## config.mk

```make
export PLATFORM = sky130hd
export DESIGN_NAME = vc_queue_bank_flat
export DESIGN_NICKNAME = d
export VERILOG_FILES = /design/src/rtl/vc_queue_bank_if.sv /design/src/rtl/vc_queue_bank.sv /design/src/flat_wrapper.sv
export SDC_FILE = /design/constraint.sdc
export NUM_CORES = 1
export LEC_CHECK = 0
export ABC_AREA = 1
export BUFFER_PORTS_ARGS = -buffer_cell sky130_fd_sc_hd__buf_2
export CELL_PAD_IN_SITES_DETAIL_PLACEMENT = 2
export CELL_PAD_IN_SITES_GLOBAL_PLACEMENT = 2
export CORE_AREA = 2 2 241 243
export DETAILED_ROUTE_END_ITERATION = 10
export DIE_AREA = 0 0 243 245
export GPL_TIMING_DRIVEN = 0
export HOLD_SLACK_MARGIN = 0.12
export PLACE_DENSITY = 0.65
export SYNTH_ARGS = -nofsm -noshare
export SYNTH_HDL_FRONTEND = slang
export SYNTH_SLANG_ARGS = --single-unit
```

## constraint.sdc

```tcl
create_clock -name clk -period 3.3 [get_ports clk]
set_input_delay 0.495 -clock clk [delete_from_list [all_inputs] [get_ports clk]]
set_output_delay 0.495 -clock clk [all_outputs]
set_load 0.01 [all_outputs]
```

## src/rtl/vc_queue_bank_if.sv

```systemverilog
// Ingress, grant and egress bundle for the per-VC queue bank.
// Carries almost_full only when QOS_ALMOST_FULL_EN is defined.
interface vc_queue_bank_if #(
    parameter int DATA_WIDTH = 10
);
    logic                  push;
    logic [1:0]            push_class;
    logic [DATA_WIDTH-1:0] push_data;
    logic [3:0]            grant;
    logic [3:0]            req;
    logic [3:0]            full;
    logic [DATA_WIDTH-1:0] data_out;
    logic                  valid_out;
    logic                  err_ovf;
    logic                  err_grant;
`ifdef QOS_ALMOST_FULL_EN
    logic [3:0]            almost_full;

    modport master (
        output push, push_class, push_data, grant,
        input  req, full, data_out, valid_out,
        input  err_ovf, err_grant, almost_full
    );
    modport slave (
        input  push, push_class, push_data, grant,
        output req, full, data_out, valid_out,
        output err_ovf, err_grant, almost_full
    );
`else
    modport master (
        output push, push_class, push_data, grant,
        input  req, full, data_out, valid_out,
        input  err_ovf, err_grant
    );
    modport slave (
        input  push, push_class, push_data, grant,
        output req, full, data_out, valid_out,
        output err_ovf, err_grant
    );
`endif
endinterface

```

## src/rtl/vc_queue_bank.sv

```systemverilog
// Four per-VC FIFOs feeding a one-hot-grant arbiter, registered egress.
// Optional almost_full flags under QOS_ALMOST_FULL_EN.
module vc_queue_bank #(
    parameter int DATA_WIDTH = 10,
    parameter int DEPTH      = 8,
    parameter int ADDR_WIDTH = 3
`ifdef QOS_ALMOST_FULL_EN
    ,
    parameter int AF_LEVEL   = DEPTH - 2
`endif
) (
    input logic            clk,
    input logic            reset,
    vc_queue_bank_if.slave bus
);
    localparam logic [ADDR_WIDTH:0] FULL_CNT =
        (ADDR_WIDTH + 1)'(DEPTH);
    localparam logic [ADDR_WIDTH-1:0] PTR_ONE =
        ADDR_WIDTH'(1);

    logic [DATA_WIDTH-1:0] mem [4][DEPTH];
    logic [ADDR_WIDTH-1:0] wr_ptr [4];
    logic [ADDR_WIDTH-1:0] rd_ptr [4];
    logic [ADDR_WIDTH:0]   count  [4];

    logic       one_hot;
    logic [1:0] pop_idx;
    logic       pop_ok;
    logic       bad_grant;
    logic       ovf;
    logic [3:0] push_vc;
    logic [3:0] pop_vc;
    logic [3:0] wr_en;
    logic [3:0] req_q;
    logic [3:0] full_q;

    always_comb begin
        for (int i = 0; i < 4; i++) begin
            req_q[i]  = (count[i] != '0);
            full_q[i] = (count[i] == FULL_CNT);
        end
    end

    assign bus.req  = req_q;
    assign bus.full = full_q;

    always_comb begin
        one_hot = (bus.grant != 4'b0000) &&
                  ((bus.grant & (bus.grant - 4'd1)) == 4'b0000);
        pop_idx = 2'd0;
        unique case (1'b1)
            bus.grant[1]: pop_idx = 2'd1;
            bus.grant[2]: pop_idx = 2'd2;
            bus.grant[3]: pop_idx = 2'd3;
            default:      pop_idx = 2'd0;
        endcase
        pop_ok    = one_hot && req_q[pop_idx];
        bad_grant = (bus.grant != 4'b0000) && !pop_ok;
    end

    // A full queue still accepts a push when the same edge pops it.
    always_comb begin
        ovf = 1'b0;
        for (int i = 0; i < 4; i++) begin
            push_vc[i] = bus.push && (bus.push_class == 2'(i));
            pop_vc[i]  = pop_ok && bus.grant[i];
            wr_en[i]   = push_vc[i] && (!full_q[i] || pop_vc[i]);
            if (push_vc[i] && full_q[i] && !pop_vc[i])
                ovf = 1'b1;
        end
    end

    always_ff @(posedge clk) begin
        for (int i = 0; i < 4; i++) begin
            if (wr_en[i])
                mem[i][wr_ptr[i]] <= bus.push_data;
        end
    end

    always_ff @(posedge clk or posedge reset) begin
        if (reset) begin
            for (int i = 0; i < 4; i++) begin
                wr_ptr[i] <= '0;
                rd_ptr[i] <= '0;
                count[i]  <= '0;
            end
        end else begin
            for (int i = 0; i < 4; i++) begin
                if (wr_en[i])
                    wr_ptr[i] <= wr_ptr[i] + PTR_ONE;
                if (pop_vc[i])
                    rd_ptr[i] <= rd_ptr[i] + PTR_ONE;
                if (wr_en[i] && !pop_vc[i])
                    count[i] <= count[i] + 1'b1;
                else if (!wr_en[i] && pop_vc[i])
                    count[i] <= count[i] - 1'b1;
            end
        end
    end

    always_ff @(posedge clk or posedge reset) begin
        if (reset) begin
            bus.data_out  <= '0;
            bus.valid_out <= 1'b0;
            bus.err_ovf   <= 1'b0;
            bus.err_grant <= 1'b0;
        end else begin
            bus.valid_out <= pop_ok;
            if (pop_ok)
                bus.data_out <= mem[pop_idx][rd_ptr[pop_idx]];
            if (ovf)
                bus.err_ovf <= 1'b1;
            if (bad_grant)
                bus.err_grant <= 1'b1;
        end
    end

`ifdef QOS_ALMOST_FULL_EN
    localparam logic [ADDR_WIDTH:0] AF_CNT =
        (ADDR_WIDTH + 1)'(AF_LEVEL);

    always_comb begin
        for (int i = 0; i < 4; i++)
            bus.almost_full[i] = (count[i] >= AF_CNT);
    end
`endif
endmodule

```

## src/flat_wrapper.sv

```systemverilog
// flat-port wrapper written by rule: the top's interface ports become plain ports
module vc_queue_bank_flat 
#(
    parameter int DATA_WIDTH = 10,
    parameter int DEPTH      = 8,
    parameter int ADDR_WIDTH = 3

)
  (clk, reset, bus_push, bus_push_class, bus_push_data, bus_grant, bus_req, bus_full, bus_data_out, bus_valid_out, bus_err_ovf, bus_err_grant);
  vc_queue_bank_if #(.DATA_WIDTH(DATA_WIDTH)) bus_i ();
  input logic clk;
  input logic reset;
  input wire logic [$bits(bus_i.push)-1:0] bus_push;
  input wire logic [$bits(bus_i.push_class)-1:0] bus_push_class;
  input wire logic [$bits(bus_i.push_data)-1:0] bus_push_data;
  input wire logic [$bits(bus_i.grant)-1:0] bus_grant;
  output wire logic [$bits(bus_i.req)-1:0] bus_req;
  output wire logic [$bits(bus_i.full)-1:0] bus_full;
  output wire logic [$bits(bus_i.data_out)-1:0] bus_data_out;
  output wire logic [$bits(bus_i.valid_out)-1:0] bus_valid_out;
  output wire logic [$bits(bus_i.err_ovf)-1:0] bus_err_ovf;
  output wire logic [$bits(bus_i.err_grant)-1:0] bus_err_grant;
  assign bus_i.push = bus_push;
  assign bus_i.push_class = bus_push_class;
  assign bus_i.push_data = bus_push_data;
  assign bus_i.grant = bus_grant;
  assign bus_req = bus_i.req;
  assign bus_full = bus_i.full;
  assign bus_data_out = bus_i.data_out;
  assign bus_valid_out = bus_i.valid_out;
  assign bus_err_ovf = bus_i.err_ovf;
  assign bus_err_grant = bus_i.err_grant;
  vc_queue_bank #(.DATA_WIDTH(DATA_WIDTH), .DEPTH(DEPTH), .ADDR_WIDTH(ADDR_WIDTH)) u_core (.clk(clk), .reset(reset), .bus(bus_i));
endmodule
```

## Word-level counts from Yosys, hierarchy flattened

Memories as Yosys holds them, arrays and structs flattened.
Cells that the tools add are included.

- Add/sub/neg operators: 17
- Multiplexer cells: 46
- Eq/ne operators: 7
- Order comparisons: 11
- Reductions and logical operators: 66
- Bitwise gates (word level): 7

Operators by type and width:

| cell | count |
|---|---|
| two-way mux 80 bit | 10 |
| OR reduction 80 bit | 3 |
| demux 10 bit (select 3 bit) | 4 |
| two-way mux 10 bit | 6 |
| logical AND 1 bit | 35 |
| two-way mux 4 bit | 8 |
| binary-select mux 10 bit (select 3 bit) | 1 |
| adder 3 x 1 -> 3 bit, second input constant | 8 |
| greater-or-equal comparator 4 bit, second input constant | 5 |
| NOT 3 -> 4 bit | 5 |
| nonzero test 4 bit | 5 |
| subtractor 4 x 1 -> 4 bit, second input constant | 5 |
| adder 4 x 1 -> 4 bit, second input constant | 4 |
| equality test 4 bit, second input constant | 4 |
| less-than comparator 4 x 1 -> 1 bit, second input constant | 4 |
| logical NOT 1 bit | 13 |
| two-way mux 1 bit | 9 |
| nonzero test 2 bit | 4 |
| binary-select mux 3 bit (select 2 bit) | 1 |
| two-way mux 2 bit | 3 |
| two-way mux 3 bit | 2 |
| case mux 2 bit (3 select lines) | 1 |
| AND 4 bit | 1 |
| equality test 2 bit, second input constant | 2 |
| other kinds (8) | 11 |

- RAM bits: 320
- Bits in registers: 53
- Input bits: 19
- Output and inout port bits: 21
- Logic and storage cells: 171
- Memories: 1

Memory list:

| name | words | width | rd ports | clocked after memory_dff | wr ports | RTL line | RTL |
|---|---|---|---|---|---|---|---|
| u_core.mem | 4 | 80 | 1 | 0 | 1 | vc_queue_bank.sv:21 | `logic [DATA_WIDTH-1:0] mem [4][DEPTH];` |

## Depth between registers and ports, before layout

- Depth after elaboration: 14
- Mapped depth: 18
- Mapped depth without buffers: 18

## Worst setup path after synthesis

OpenSTA, ideal clock, no wires.

- Path type: input to register
- Start: input bus_grant[3]
- End: register u_core.count[3] (netlist name)
- Required time: 3,177 ps
- Path buffers: 0
- Setup slack: 491 ps
- Arrival time: 2,686 ps
- Setup time: 123 ps
- Cell stages on the path: 17
- Cells stage by stage: nor2_2 -> nand2_1 -> nand3_1 -> a21oi_4 -> nand3_1 -> nand2_2 -> nand2_2 -> inv_1 -> ha_1 -> inv_1 -> ha_1 -> a21o_1 -> a21oi_1 -> nor2_1 -> nor2_1 -> nand2_1 -> xor2_1

- Word-level cells in the longest chain between the ends: 11
- Elaborated cells on any way between the ends: 18
- Those cells by class: add/sub (1); mux (4); bitwise (1); reduce/logical (12)

RTL lines:

| element | RTL line | RTL |
|---|---|---|
| start: declaration | flat_wrapper.sv:16 | `input wire logic [$bits(bus_i.grant)-1:0] bus_grant;` |
| subtractor 4 x 1 -> 4 bit | vc_queue_bank.sv:49 | `((bus.grant & (bus.grant - 4'd1)) == 4'b0000);` |
| AND 4 bit | vc_queue_bank.sv:49 |  |
| logical NOT 4 bit | vc_queue_bank.sv:49 |  |
| logical AND 1 bit | vc_queue_bank.sv:48 | `one_hot = (bus.grant != 4'b0000) &&` |
| logical AND 1 bit | vc_queue_bank.sv:57 | `pop_ok = one_hot && req_q[pop_idx];` |
| logical AND 1 bit * | vc_queue_bank.sv:66 | `pop_vc[i] = pop_ok && bus.grant[i];` |
| logical OR 1 bit * | vc_queue_bank.sv:67 | `wr_en[i] = push_vc[i] && (!full_q[i] \|\| pop_vc[i]);` |
| logical AND 1 bit * | vc_queue_bank.sv:67 |  |
| via u_core.wr_en[3] | vc_queue_bank.sv:33 | `logic [3:0] wr_en;` |
| logical NOT 1 bit | vc_queue_bank.sv:95 | `else if (!wr_en[i] && pop_vc[i])` |
| logical AND 1 bit | vc_queue_bank.sv:95 |  |
| nonzero test 2 bit (no source line) | n/a |  |
| end signal: indexed assignment | vc_queue_bank.sv:94 | `count[i] <= count[i] + 1'b1;` |
| end signal: indexed assignment | vc_queue_bank.sv:96 | `count[i] <= count[i] - 1'b1;` |
| end: declaration | vc_queue_bank.sv:24 | `logic [ADDR_WIDTH:0] count [4];` |

Mark *: on every way through the listed nets, which the timed path passes. The rest lies on a longest branch. The select of a mux whose other input is x is not followed.
A chain may end at the register's enable or synchronous reset.

## Worst setup path after layout

- Start: input bus_grant[3]
- End: memory u_core.mem[1][51] (netlist name) (enable)

- Word-level cells in the longest chain between the ends: 14
- Elaborated cells on any way between the ends: 38
- Those cells by class: add/sub (1); mux (17); bitwise (1); reduce/logical (19)

RTL lines:

| element | RTL line | RTL |
|---|---|---|
| subtractor 4 x 1 -> 4 bit | vc_queue_bank.sv:49 |  |
| AND 4 bit | vc_queue_bank.sv:49 |  |
| logical NOT 4 bit | vc_queue_bank.sv:49 |  |
| logical AND 1 bit | vc_queue_bank.sv:48 |  |
| logical AND 1 bit | vc_queue_bank.sv:57 |  |
| logical AND 1 bit | vc_queue_bank.sv:66 |  |
| logical OR 1 bit | vc_queue_bank.sv:67 |  |
| logical AND 1 bit | vc_queue_bank.sv:67 |  |
| two-way mux 1 bit | vc_queue_bank.sv:75 | `if (wr_en[i])` |
| two-way mux 80 bit (implied by the code) | vc_queue_bank.sv:76 | `mem[i][wr_ptr[i]] <= bus.push_data;` |
| OR reduction 80 bit (no source line) | n/a |  |
| two-way mux 2 bit (no source line) or two-way mux 80 bit (tied branches) (3 in series) | n/a |  |
| end: declaration | vc_queue_bank.sv:21 |  |

Parallel ways exist; a longest one is shown, timed or not. The select of a mux whose other input is x is not followed.

==> flow_summary.json <==
{
  "run_status": "finished clean",
  "power_per_cell_area_nw_per_um2": 674,
  "ff2ff_path_depth": 8,
  "clockPowerShare_pct": 34.4,
  "power.switching_mw": 4.19,
  "drc_errors": 0,
  "reg2reg_slack_ns": 0.21,
  "critPathMaxFanout": 10,
  "seq_area_frac_synth_pct": 64.6,
  "clk_latency_ns": 0.57,
  "slew_viol_final": 0,
  "gr-total-overflow": 0,
  "timing.critical_path.to": "u_core.mem[1][51]$_DFFE_PP_",
  "layout_commonest_cell": "sky130_fd_sc_hd__nand2_1",
  "syn-mean-instance-area_um2": 9.65,
  "synth.distinct_cells": 28,
  "root_buffer": "sky130_fd_sc_hd__clkbuf_16",
  "routed_wire_length_per_instance_um": 20.3,
  "layout-drive-gt1-share_pct": 9.45,
  "syn-instance-count": 1754,
  "number_of_nets_in_the_finished_design": 1896,
  "cellLeakagePower_nw": 8.53,
  "unrepaired_setup_endpoints_after_global_routing": "yes",
  "gr-usage-all-layers_pct": 18.4,
  "nFillCells": 6322,
  "grt_pass1_wl_mm": 82.3,
  "dp_worst_setup_slack_ns": -0.804,
  "total_clock_sinks": 373,
  "dp_hpwl_mm": 37.2,
  "numCtsBuffers": 44,
  "io_buffer_count": 39,
  "worst_rel_slew_slack_pct": 13.1,
  "post-route-period-util_pct": 94.5,
  "worst-setup-path-type": "input port to register",
  "setup_ws_ns": 0.180,
  "timing.hold.worst.class": "input port to register",
  "vias_in_the_first_global_route": 13616,
  "switching_power_share_of_the_total_pct": 31.6,
  "synthesis.yosys.warnings": 0,
  "timing.final.crit_period_ns": 3.12,
  "synth-seq-cells": 373,
  "tightest_slew_ns": 1.30,
  "critical_path.startpoint": "bus_grant[3]",
  "power.share.combinational_pct": 20.6,
  "grt_start_max_net_pins": 33,
  "fmaxAchievable_mhz": 321,
  "grt_antenna_before_repair": 2,
  "setup.worst_path.end_class": "register",
  "crit-reg2reg-capture": "u_core.mem[1][51]$_DFFE_PP_",
  "internal_power_mw": 9.09,
  "pwr-share-seq_pct": 45.0,
  "max-cap-violations": 0,
  "die_w_um": 243,
  "netlist_area_um2": 16900,
  "total_number_of_vias": 12199,
  "areaGrowthSynthToFinish_pct": 16.4,
  "htree_num_levels": 2,
  "num_rows": 88,
  "placement.cell_area_um2": 18300,
  "cell_count_post_placement": 2568,
  "power.ir.vdd_worst_mv": 0.398,
  "finalHoldViolCount": 0,
  "worst_r2r_startpoint": "u_core.count[12]$_DFFE_PP0P_",
  "cp_required_ns": 3.47,
  "die_boundary_height_um": 245,
  "final_design_area_no_fill_um2": 19700,
  "dieArea_um2": 59500,
  "wirelength_mm": 53.8,
  "layout.cells.most_common_list": "sky130_fd_sc_hd__nand2_1 (575), sky130_fd_sc_hd__edfxtp_1 (320), sky130_fd_sc_hd__inv_1 (250)",
  "drt_iter0_markers": 609,
  "post_layout_nonfiller_instances": 2651,
  "start_util_pct": 29.7,
  "crit_path_start_kind": "input port",
  "skew_ns": 0.0133,
  "antenna_left": 0,
  "crit_arrival_ns": 3.29,
  "vias_per_cell": 4.60,
  "cts_tree": "built",
  "detail_route.first_pass.iterations": 5,
  "clk_path_buf_depth": 3,
  "floorplan.core_area_um2": 57000,
  "clk_pin_slew_ns": 0.06,
  "finalSetupViolations": 0,
  "finalWeightedCongestion": 0.830,
  "postSynthNetCount": 1797,
  "ioPinCount": 40
}
==> stage by stage <==
stage	hold WS (ns)	util [%]	power (mW)	setup TNS (ns)
2_1_floorplan	0.445	-	7.64	0
6_report	0.302	34.6	13.3	0
3_3_place_gp	0.450	31.7	8.61	-171.53
5_1_grt	0.294	34.6	14.0	-0.0130
3_5_place_dp	0.445	32.1	8.82	-79.68
4_1_cts	0.263	34.4	13.5	0
==> state kept, by name, summed over array words and instances, names as in the netlist <==
name,cells
u_core.bus.data_out,10
u_core.mem,320
u_core.wr_ptr,12
u_core.rd_ptr,12
u_core.bus.err_ovf,1
u_core.count,16
u_core.bus.valid_out,1
u_core.bus.err_grant,1
==> worst max-delay path, stage by stage <==
cell and delay [ns]:
sky130_fd_sc_hd__buf_2 0.16, sky130_fd_sc_hd__inv_1 0.19, sky130_fd_sc_hd__nand2_4 0.19, sky130_fd_sc_hd__buf_4 0.28
sky130_fd_sc_hd__nand2_1 0.24, sky130_fd_sc_hd__nand3_2 0.19, sky130_fd_sc_hd__nand2_1 0.23, sky130_fd_sc_hd__nand3_1 0.24
sky130_fd_sc_hd__nor2_1 1.06
==> synth_stat cells <==
cell                       count  area (um2)
sky130_fd_sc_hd__nand2_1     575        2160
sky130_fd_sc_hd__edfxtp_1    320        9610
sky130_fd_sc_hd__inv_1       251         942
sky130_fd_sc_hd__nor2_1      180         676
sky130_fd_sc_hd__nand3_1     134         671
sky130_fd_sc_hd__o21ai_0      68         340
sky130_fd_sc_hd__dfrtp_1      53        1330
sky130_fd_sc_hd__clkbuf_1     27         101
sky130_fd_sc_hd__buf_2        26         130
sky130_fd_sc_hd__ha_1         20         250
sky130_fd_sc_hd__nor3_1       20         100
sky130_fd_sc_hd__buf_1        14        52.6
sky130_fd_sc_hd__xor2_1       13         114
sky130_fd_sc_hd__xnor2_1      11        96.3
sky130_fd_sc_hd__nand2_2       8        50.1
sky130_fd_sc_hd__a21o_1        5        37.5
sky130_fd_sc_hd__nand3_2       5        50.1
sky130_fd_sc_hd__a21oi_1       4        20.0
sky130_fd_sc_hd__fa_1          4        80.1
sky130_fd_sc_hd__nor4_1        4        25.0
sky130_fd_sc_hd__mux2_2        3        33.8
sky130_fd_sc_hd__nand4_1       2        12.5
sky130_fd_sc_hd__o22ai_1       2        12.5
sky130_fd_sc_hd__a21oi_4       1        16.3
sky130_fd_sc_hd__a22oi_1       1        7.51
sky130_fd_sc_hd__buf_6         1        11.3
sky130_fd_sc_hd__inv_2         1        3.75
sky130_fd_sc_hd__nor2_2        1        6.26
==> cell families after synthesis <==
family / synth area share [%]
simple gates: 22.1
flops: 64.6
buf+inv: 7.33
compound gates: 2.56
xor+xnor: 1.24
fa+ha+maj: 1.95
mux: 0.199
==> how the worst min path moves through the flow <==
| stage | from | end | slack, ns | cells past startpoint |
|---|---|---|---|---|
| floorplan | u_core.rd_ptr[2]$_DFFE_PP0P_ | u_core.rd_ptr[2]$_DFFE_PP0P_ | 0.45 | 1 |
| global placement | u_core.bus.err_grant$_DFFE_PP0P_ | u_core.bus.err_grant$_DFFE_PP0P_ | 0.45 | 1 |
| detailed placement | u_core.bus.err_grant$_DFFE_PP0P_ | u_core.bus.err_grant$_DFFE_PP0P_ | 0.45 | 1 |
| CTS | bus_grant[0] | u_core.rd_ptr[9]$_DFFE_PP0N_ | 0.26 | 3 |
| global route | bus_grant[0] | u_core.rd_ptr[9]$_DFFE_PP0N_ | 0.29 | 3 |
| finish | bus_grant[0] | u_core.rd_ptr[9]$_DFFE_PP0N_ | 0.30 | 3 |
==> routing by layer <==
| metal | GRT usage, % | part of all wire [%] |
|---|---|---|
| met5 | 0 | 0 |
| met4 | 5.29 | 2.2 |
| met3 | 2.37 | 2.9 |
| met2 | 32.3 | 49 |
| met1 | 23.7 | 45 |
==> final cells by class <==
| class | instances | area (um2) | share of cell area (%) |
|---|---|---|---|
| clock buffer | 59 | 1220 | 6.18 |
| tap | 765 | 957 | 4.86 |
| multi-input combinational | 1061 | 4890 | 24.8 |
| inverter | 252 | 946 | 4.80 |
| sequential | 373 | 10900 | 55.5 |
| clock inverter | 18 | 105 | 0.533 |
| buffer | 68 | 298 | 1.51 |
| antenna | 2 | 5.00 | 0.0254 |
| timing repair buffer | 53 | 353 | 1.79 |
==> what timing repair did <==
action / in CTS / in global routing
endpoints found under the hold margin: 29 / 0
buffers inserted: 0 / 2
pin swaps: 0 / 0
endpoints found under the setup margin: 14 / 9
gates resized for setup: 3 / 11
hold buffers: 1 / 0
==> power groups by stage <==
stage	registers, mW	logic [mW]	clock network [mW]
2_1_floorplan	5.95	1.69	0
3_3_place_gp	6.05	2.57	0
3_5_place_dp	6.07	2.75	0
4_1_cts	5.98	2.78	4.70
5_1_grt	6.05	3.10	4.87
6_report	5.98	2.74	4.56
(Power assumes the default switching activity.)
